===== src/rtl/instruction_cache_pkg.sv =====
// instruction_cache_pkg: shared geometry, state encoding and helpers for the instruction cache
package instruction_cache_pkg;
  localparam int WORD_SIZE = 16;
  localparam int LINE_WORDS = 4;
  localparam int NUM_LINES = 4;
  localparam int OFF_BITS = $clog2(LINE_WORDS);
  localparam int IDX_BITS = $clog2(NUM_LINES);
  localparam int TAG_BITS = WORD_SIZE - OFF_BITS - IDX_BITS;
  localparam int LINE_BITS = LINE_WORDS * WORD_SIZE;
  localparam logic [WORD_SIZE-1:0] NOP = 16'hB1C0;
  typedef enum logic {IDLE, FILL} state_t;
  function automatic logic [WORD_SIZE-1:0] sat_inc(input logic [WORD_SIZE-1:0] v);
    return &v ? v : v + 1'b1;
  endfunction
endpackage


===== src/rtl/instruction_cache_if.sv =====
// instruction_cache_if: fetch port and line-fill memory port of the instruction cache
interface instruction_cache_if;
  import instruction_cache_pkg::*;
  logic cpu_read;
  logic [WORD_SIZE-1:0] cpu_addr;
  logic [WORD_SIZE-1:0] cpu_data;
  logic cpu_ready;
  logic invalidate;
  logic mem_read;
  logic [WORD_SIZE-1:0] mem_addr;
  logic [LINE_BITS-1:0] mem_data;
  logic mem_valid;
  modport master(
    output cpu_read, cpu_addr, invalidate, mem_data, mem_valid,
    input cpu_data, cpu_ready, mem_read, mem_addr
  );
  modport slave(
    input cpu_read, cpu_addr, invalidate, mem_data, mem_valid,
    output cpu_data, cpu_ready, mem_read, mem_addr
  );
endinterface


===== src/rtl/instruction_cache_line_array.sv =====
// instruction_cache_line_array: tag/valid/data storage with a combinational read port
module instruction_cache_line_array
  import instruction_cache_pkg::*;
(
  input  logic clk,
  input  logic reset_n,
  input  logic [IDX_BITS-1:0] rd_idx,
  output logic rd_valid,
  output logic [TAG_BITS-1:0] rd_tag,
  output logic [LINE_BITS-1:0] rd_line,
  input  logic we,
  input  logic [IDX_BITS-1:0] wr_idx,
  input  logic [TAG_BITS-1:0] wr_tag,
  input  logic [LINE_BITS-1:0] wr_line,
  input  logic wr_valid,
  input  logic clear_all
);
  logic [NUM_LINES-1:0] valid;
  logic [TAG_BITS-1:0] tags [NUM_LINES];
  logic [LINE_BITS-1:0] lines [NUM_LINES];
  assign rd_valid = valid[rd_idx];
  assign rd_tag = tags[rd_idx];
  assign rd_line = lines[rd_idx];
  // valid bits: clear_all first, a same-cycle line write then sets its own bit
  always_ff @(posedge clk or negedge reset_n) begin
    if (!reset_n) valid <= '0;
    else begin
      if (clear_all) valid <= '0;
      if (we) valid[wr_idx] <= wr_valid;
    end
  end
  // tag and data storage, unreset
  always_ff @(posedge clk) begin
    if (we) begin
      tags[wr_idx] <= wr_tag;
      lines[wr_idx] <= wr_line;
    end
  end
endmodule


===== src/rtl/instruction_cache.sv =====
// instruction_cache: direct-mapped read-only instruction cache with single-line fill on miss
module instruction_cache
  import instruction_cache_pkg::*;
(
  input  logic clk,
  input  logic reset_n,
  instruction_cache_if.slave bus,
  output logic [WORD_SIZE-1:0] hit_count,
  output logic [WORD_SIZE-1:0] miss_count
);
  state_t state, state_nx;
  logic [IDX_BITS-1:0] idx;
  logic [OFF_BITS-1:0] off;
  logic [TAG_BITS-1:0] tag;
  logic rd_valid;
  logic [TAG_BITS-1:0] rd_tag;
  logic [LINE_BITS-1:0] rd_line;
  logic hit, miss, fill_done, pend_inv;
  assign off = bus.cpu_addr[OFF_BITS-1:0];
  assign idx = bus.cpu_addr[OFF_BITS+:IDX_BITS];
  assign tag = bus.cpu_addr[WORD_SIZE-1-:TAG_BITS];
  assign hit = state == IDLE && bus.cpu_read && rd_valid && rd_tag == tag && !bus.invalidate;
  assign miss = state == IDLE && bus.cpu_read && !hit && !bus.invalidate;
  assign fill_done = state == FILL && bus.mem_valid;
  instruction_cache_line_array u_array (
    .clk(clk),
    .reset_n(reset_n),
    .rd_idx(idx),
    .rd_valid(rd_valid),
    .rd_tag(rd_tag),
    .rd_line(rd_line),
    .we(fill_done),
    .wr_idx(bus.mem_addr[OFF_BITS+:IDX_BITS]),
    .wr_tag(bus.mem_addr[WORD_SIZE-1-:TAG_BITS]),
    .wr_line(bus.mem_data),
    .wr_valid(!(pend_inv || bus.invalidate)),
    .clear_all(bus.invalidate || (fill_done && pend_inv))
  );
  // state register
  always_ff @(posedge clk or negedge reset_n) begin
    if (!reset_n) state <= IDLE;
    else state <= state_nx;
  end
  // next state: a miss starts a fill, the memory response ends it
  always_comb state_nx = state == IDLE ? (miss ? FILL : IDLE) : (bus.mem_valid ? IDLE : FILL);
  // outputs: zero-latency hit path, fill request while filling
  always_comb begin
    bus.cpu_ready = hit;
    bus.cpu_data = hit ? rd_line[WORD_SIZE*off+:WORD_SIZE] : NOP;
    bus.mem_read = state == FILL;
  end
  // miss latch doubles as the fill address; invalidate during a fill is remembered until it lands
  always_ff @(posedge clk or negedge reset_n) begin
    if (!reset_n) begin
      bus.mem_addr <= '0;
      pend_inv <= 1'b0;
    end else begin
      if (miss) bus.mem_addr <= {bus.cpu_addr[WORD_SIZE-1:OFF_BITS], {OFF_BITS{1'b0}}};
      pend_inv <= state == FILL && !bus.mem_valid && (pend_inv || bus.invalidate);
    end
  end
  // saturating hit and miss counters
  always_ff @(posedge clk or negedge reset_n) begin
    if (!reset_n) begin
      hit_count <= '0;
      miss_count <= '0;
    end else begin
      hit_count <= hit ? sat_inc(hit_count) : hit_count;
      miss_count <= miss ? sat_inc(miss_count) : miss_count;
    end
  end
endmodule

===== src/flat_wrapper.sv =====
// flat-port wrapper written by rule: the top's interface ports become plain ports
module instruction_cache_flat import instruction_cache_pkg::*;
  (clk, reset_n, hit_count, miss_count, bus_cpu_read, bus_cpu_addr, bus_invalidate, bus_mem_data, bus_mem_valid, bus_cpu_data, bus_cpu_ready, bus_mem_read, bus_mem_addr);
  instruction_cache_if bus_i ();
  input  logic clk;
  input  logic reset_n;
  output logic [WORD_SIZE-1:0] hit_count;
  output logic [WORD_SIZE-1:0] miss_count;
  input wire logic [$bits(bus_i.cpu_read)-1:0] bus_cpu_read;
  input wire logic [$bits(bus_i.cpu_addr)-1:0] bus_cpu_addr;
  input wire logic [$bits(bus_i.invalidate)-1:0] bus_invalidate;
  input wire logic [$bits(bus_i.mem_data)-1:0] bus_mem_data;
  input wire logic [$bits(bus_i.mem_valid)-1:0] bus_mem_valid;
  output wire logic [$bits(bus_i.cpu_data)-1:0] bus_cpu_data;
  output wire logic [$bits(bus_i.cpu_ready)-1:0] bus_cpu_ready;
  output wire logic [$bits(bus_i.mem_read)-1:0] bus_mem_read;
  output wire logic [$bits(bus_i.mem_addr)-1:0] bus_mem_addr;
  assign bus_i.cpu_read = bus_cpu_read;
  assign bus_i.cpu_addr = bus_cpu_addr;
  assign bus_i.invalidate = bus_invalidate;
  assign bus_i.mem_data = bus_mem_data;
  assign bus_i.mem_valid = bus_mem_valid;
  assign bus_cpu_data = bus_i.cpu_data;
  assign bus_cpu_ready = bus_i.cpu_ready;
  assign bus_mem_read = bus_i.mem_read;
  assign bus_mem_addr = bus_i.mem_addr;
  instruction_cache u_core (.clk(clk), .reset_n(reset_n), .bus(bus_i), .hit_count(hit_count), .miss_count(miss_count));
endmodule

===== config.mk =====
export PLATFORM = sky130hd
export DESIGN_NAME = instruction_cache_flat
export DESIGN_NICKNAME = d
export VERILOG_FILES = /design/src/rtl/instruction_cache_pkg.sv /design/src/rtl/instruction_cache_if.sv /design/src/rtl/instruction_cache_line_array.sv /design/src/rtl/instruction_cache.sv /design/src/flat_wrapper.sv
export SDC_FILE = /design/constraint.sdc
export NUM_CORES = 1
export LEC_CHECK = 0
export BUFFER_PORTS_ARGS = -buffer_cell sky130_fd_sc_hd__buf_4
export CORE_MARGIN = 5
export CORE_UTILIZATION = 35
export CTS_CLUSTER_DIAMETER = 120
export DETAILED_ROUTE_END_ITERATION = 12
export GPL_ROUTABILITY_DRIVEN = 0
export PLACE_DENSITY_LB_ADDON = 0.08
export SLEW_MARGIN = 10
export SYNTH_ARGS = -nofsm -noshare
export SYNTH_HDL_FRONTEND = slang
export SYNTH_SLANG_ARGS = --single-unit

===== constraint.sdc =====
create_clock -name clk -period 12.6 [get_ports clk]
set_clock_uncertainty 0.15 [all_clocks]
set_input_delay 1.89 -clock clk [delete_from_list [all_inputs] [get_ports clk]]
set_output_delay 1.89 -clock clk [all_outputs]
set_load 0.1 [all_outputs]

# [Yosys cells after proc, flatten, opt, wreduce, memory -nomap -nowiden]
# Memories as Yosys holds them, arrays and structs flattened.
# Cells that the tools add are included.
# Widths: inputs -> output; s select.
[totals] ff_bits=52 ramBits=304 in_bits=85 output_inout_bits=66 wordCells=52 n_memories=2
[memory_table] memory="u_core.u_array.lines" words=4 word_bits=64 read_ports=1 rd_ports_with_merged_regs=0 write_ports=1 line="instruction_cache_line_array.sv:20" rtl="logic [LINE_BITS-1:0] lines [NUM_LINES];"
[memory_table] memory="u_core.u_array.tags" words=4 word_bits=12 read_ports=1 rd_ports_with_merged_regs=0 write_ports=1 line="instruction_cache_line_array.sv:19" rtl="logic [TAG_BITS-1:0] tags [NUM_LINES];"
[op_classes] n_addsub=2 order_cmp=3 eq_ne=1 n_shift=1 mux=13 bitwise_logic=3 n_reduce_logical=21
[op_table] operator="$shiftx 64x7->16" n=1
[op_table] operator="$add 16x1->16 const B" n=2
[op_table] operator="$reduce_and 16->1" n=2
[op_table] operator="$mux 16" n=1
[op_table] operator="$eq 12x12->1" n=1
[op_table] operator="$logic_and 1x1->1" n=11
[op_table] operator="$mux 4" n=2
[op_table] operator="$mux 1" n=7
[op_table] operator="$lt 2x3->1 const B" n=2
[op_table] operator="$bwmux 4" n=1
[op_table] operator="$logic_not 1->1" n=4
[op_table] operator="$reduce_and 2->1" n=2
[op_table] operator="$not 1->1" n=3
[op_table] operator="$bmux 1 s2" n=1
[op_table] operator="$demux 1 s2" n=1
[op_table] operator="$ge 2x1->1 const B" n=1
[op_table] operator="$logic_or 1x1->1" n=2

# [Depth between registers and ports, before layout]
[depth] ltp_word=10 mapped_depth=11 depth_no_buf=8

# [By module]
# Synthesis repeated with hierarchy kept, for this count alone.
[unflattened] hier_cells=666 area_unflattened_um2=14206.1
[modules_own_cells] mod="instruction_cache_line_array" instances=1 cells_per_inst=416 area_per_inst_um2=11223.3 seq_area_each_um2=9228.9
[modules_own_cells] mod="instruction_cache" instances=1 cells_per_inst=250 area_per_inst_um2=2982.9 seq_area_each_um2=1201.2

# [Worst setup path before layout]
# No wires, ideal clock.
[synth_path] kind="in2reg" from="in bus_mem_valid" to="mem u_core.u_array.lines[0][0] (netlist bit), enable pin" setup_time_ps=605 t_arrival_ps=7199 required_time_ps=11845 setup_slack_ps=4645 path_stages=2 n_path_buf=0 path_cell_list="nand2_1 nor3_1"
[synth_via] elab_chain_len=3
[synth_rtl] element="start, declared" line="flat_wrapper.sv:13" rtl="input wire logic [$bits(bus_i.mem_valid)-1:0] bus_mem_valid;"
[synth_rtl] element="$logic_and 1x1->1" line="instruction_cache.sv:24" rtl="assign fill_done = state == FILL && bus.mem_valid;"
[synth_rtl] element="$mux 1" line="instruction_cache_line_array.sv:34" rtl="if (we) begin"
[synth_rtl] element="$mux 1 (not written as such)" line="instruction_cache_line_array.sv:36" rtl="lines[wr_idx] <= wr_line;"
[synth_rtl] element="end, declared" line="instruction_cache_line_array.sv:20"
# Every way passes these cells.

# [Final worst setup path]
[layout_path] from="in bus_cpu_addr[2]" to="out bus_cpu_data[11]"
[layout_via] elab_chain_len=6 word_cells_on_any_way=10 classes_between="eq/ne (1); shift (1); mux (3); reduce/logical (3); memory (2)"
[layout_rtl] element="start, declared" line="flat_wrapper.sv:10" rtl="input wire logic [$bits(bus_i.cpu_addr)-1:0] bus_cpu_addr;"
[layout_rtl] element="branches (longest 5 deep; another with $mem_v2 4x64)"
[layout_rtl] element="$mux 16 (*)" line="instruction_cache.sv:49" rtl="bus.cpu_data = hit ? rd_line[WORD_SIZE*off+:WORD_SIZE] : NOP;"
[layout_rtl] element="end, declared" line="flat_wrapper.sv:14" rtl="output wire logic [$bits(bus_i.cpu_data)-1:0] bus_cpu_data;"
# Mark *: on every way between the ends. The select of a mux whose other input is x is not followed.

==> flow_summary.yaml <==
layout:
  drive_gt1_share_pct: 36.1
  final_cell_mix: "edfxtp_1 (304), buf_4 (156), mux4_2 (87)"
  final_nets: 930
  fin_area_sq_um: 16900
  syn_to_final_growth_pct: 21.0
  diodes: 0
  final_common_cell: "edfxtp_1"
critical_path:
  crit_type: "in -> out"
  cp_max_fo: 41
  r2r-start: "u_core.bus.mem_read"
  endpoint_kind: "output pin"
  crit_path_start_kind: "input port"
  startpoint: "bus_cpu_addr[2]"
  cp.required_ns: 10.56
  critical_path_arrival_ns: 6.29
sta:
  slew_headroom_pct: 31.3
  max_freq_mhz: 120
  whs_ns: 0.342
  maxSlewViolCount: 0
  hold_viol_final: 0
  worstMarginPinSlew_ns: 1.03
  finalSetupViolCount: 0
  worst_slack_ns: 4.27
  finalCritPeriodShare_pct: 66.1
  fin_setup_tns_ns: 0
  period_needed_ns: 8.33
  rsz0062_at_grt: "false"
global_route:
  grt_usage_pct: 13.8
  antenna_found_initial: 3
  grt_pass1_wl_um: 46900
  grt_pass1_vias: 7806
  grt_max_degree: 66
  gr-total-overflow: 0
place:
  place_area_sq_um: 15700
  dp_hpwl_um: 18600
  dpl_worst_slack_ns: 4.10
  portBuffers: 148
logic_synthesis:
  yosys.area.top_type: "edfxtp_1"
  synth_cell_types: 39
  async_reset_ff_share_pct: 14.6
  synthFlopType: "edfxtp_1"
  synthCells: 675
  synth_area_per_cell_sq_um: 20.8
  syn_area_sq_um: 14000
  synthTopCellsByArea: "edfxtp_1 (65%), mux4_2 (14%), dfrtp_1 (9.3%)"
  ys_seq_area_share_pct: 74.4
  synth_edf_count: 304
  yosys_register_bits: 356
  synth_warnings: 0
  synth_top_area_share_pct: 65.2
outcome:
  status: "complete, no violations"
route:
  wl_um: 30400
  ant_nets: 0
  drt_pass1_iterations: 6
  drcViolationCount: 0
  via_count: 6897
  drt_iter0_drc: 256
  vias_per_cell: 4.94
  wl_per_cell_um: 21.8
clocking:
  cts_resized: 0
  cts-htree-levels: 2
  clkSlewWorstSetupHoldPaths_ns: 0.06
  cts_buffers: 39
  cts_buffer_depth: 3
  root_buffer: "clkbuf_16"
  cts_tree: "done"
  post_cts_buffers: 0
  holdBufCountCts: 0
  clock_sinks: 356
  insertion_delay_ns: 0.51
pwr:
  p_total_w: 0.00281
  ir_drop_uv: 79.4
  power.leakage_nw: 5.94
  power_density_nw_per_um2: 166
die:
  die-area_sq_um: 44100
  coreArea_sq_um: 39600
  dieHeight_um: 210
  die_x_um: 210
  pin_count: 151
  rows: 73
  start_util_pct: 35.3
min_path:
  worstHoldStart: "u_core.hit_count[9]"
  min_path_type: "reg -> reg"
job:
  drv_cap: 0
## state kept, by name, summed over array words and instances, names as in the netlist
signal / cells
u_core.pend_inv: 1
u_core.bus.mem_read: 1
u_core.bus.mem_addr: 14
u_core.u_array.tags: 48
u_core.u_array.lines: 256
u_core.hit_count: 16
u_core.u_array.valid: 4
u_core.miss_count: 16
## critical path, stage by stage
cell and delay, ns:
buf_4 0.53, buf_4 0.76, mux4_2 0.60, xor2_1 0.15, or4_1 0.51, or4_2 1.13
nor2b_1 0.28, buf_4 0.32
## through the flow
step / cells / util, %
CTS: 1396 / 42.8
floorplan: 676 / -
global route: 1396 / 42.8
detailed placement: 1327 / 39.7
finish: 1396 / 42.8
global placement: 1327 / 39.7
## final timing paths
| path | to | slack (ns) | cells past startpoint |
|---|---|---|---|
| setup / recovery | bus_cpu_data[11] | 4.27 | 8 |
| hold / removal | u_core.hit_count[9] | 0.34 | 1 |
| setup reg to reg | u_core.hit_count[6] | 8.54 | 6 |
| hold reg to reg | u_core.hit_count[9] | 0.34 | 1 |
| max in group asynchronous | u_core.miss_count[5] | 10.55 | 1 |
| min in group asynchronous | u_core.bus.mem_addr[5] | 1.28 | 1 |
## where the power goes
group / switching, W / total (W) / internal, W / leakage, nW
clock: 0.000430 / 0.00107 / 0.000636 / 0.605
sequential: 0.0000412 / 0.00139 / 0.00135 / 3.42
combinational: 0.000249 / 0.000353 / 0.000104 / 1.92
## cells by family (layout without fill, tap and decap cells)
group	after synthesis	count (layout)	synth area share [%]
simple gates	109	109	4.43
xor+xnor	43	43	2.74
compound gates	7	7	0.366
flops	356	356	74.4
mux	121	121	16.6
buf+inv	36	231	1.21
fa+ha+maj	2	2	0.179
other cells	1	2	0.0268
## area by class of cell
class	count	area, sq um
clock inverter	23	158
multi-input combinational	284	3450
tap	525	657
sequential	356	10400
clock buffer	46	1050
inverter	6	22.5
timing repair buffer	156	1170
fill	3526	22700
## cell usage after synthesis (all sizes together), types with 6 or more instances
library cell and n:
edfxtp 304, mux4 87, dfrtp 52, xor2 24, mux2 21, xnor2 19
nand2 17, nand3 16, buf 15, clkbuf 15, nor3 15, mux2i 13
nor2 12, nor2b 10, nor4 8, or2 7, inv 6
## metal layers
layer	wire (um)	track usage, %
met1	13100	18.0
met4	665	3.89
met3	1510	3.23
met2	15100	23.3
met5	22	0
Power figures use the tool's default switching activity.
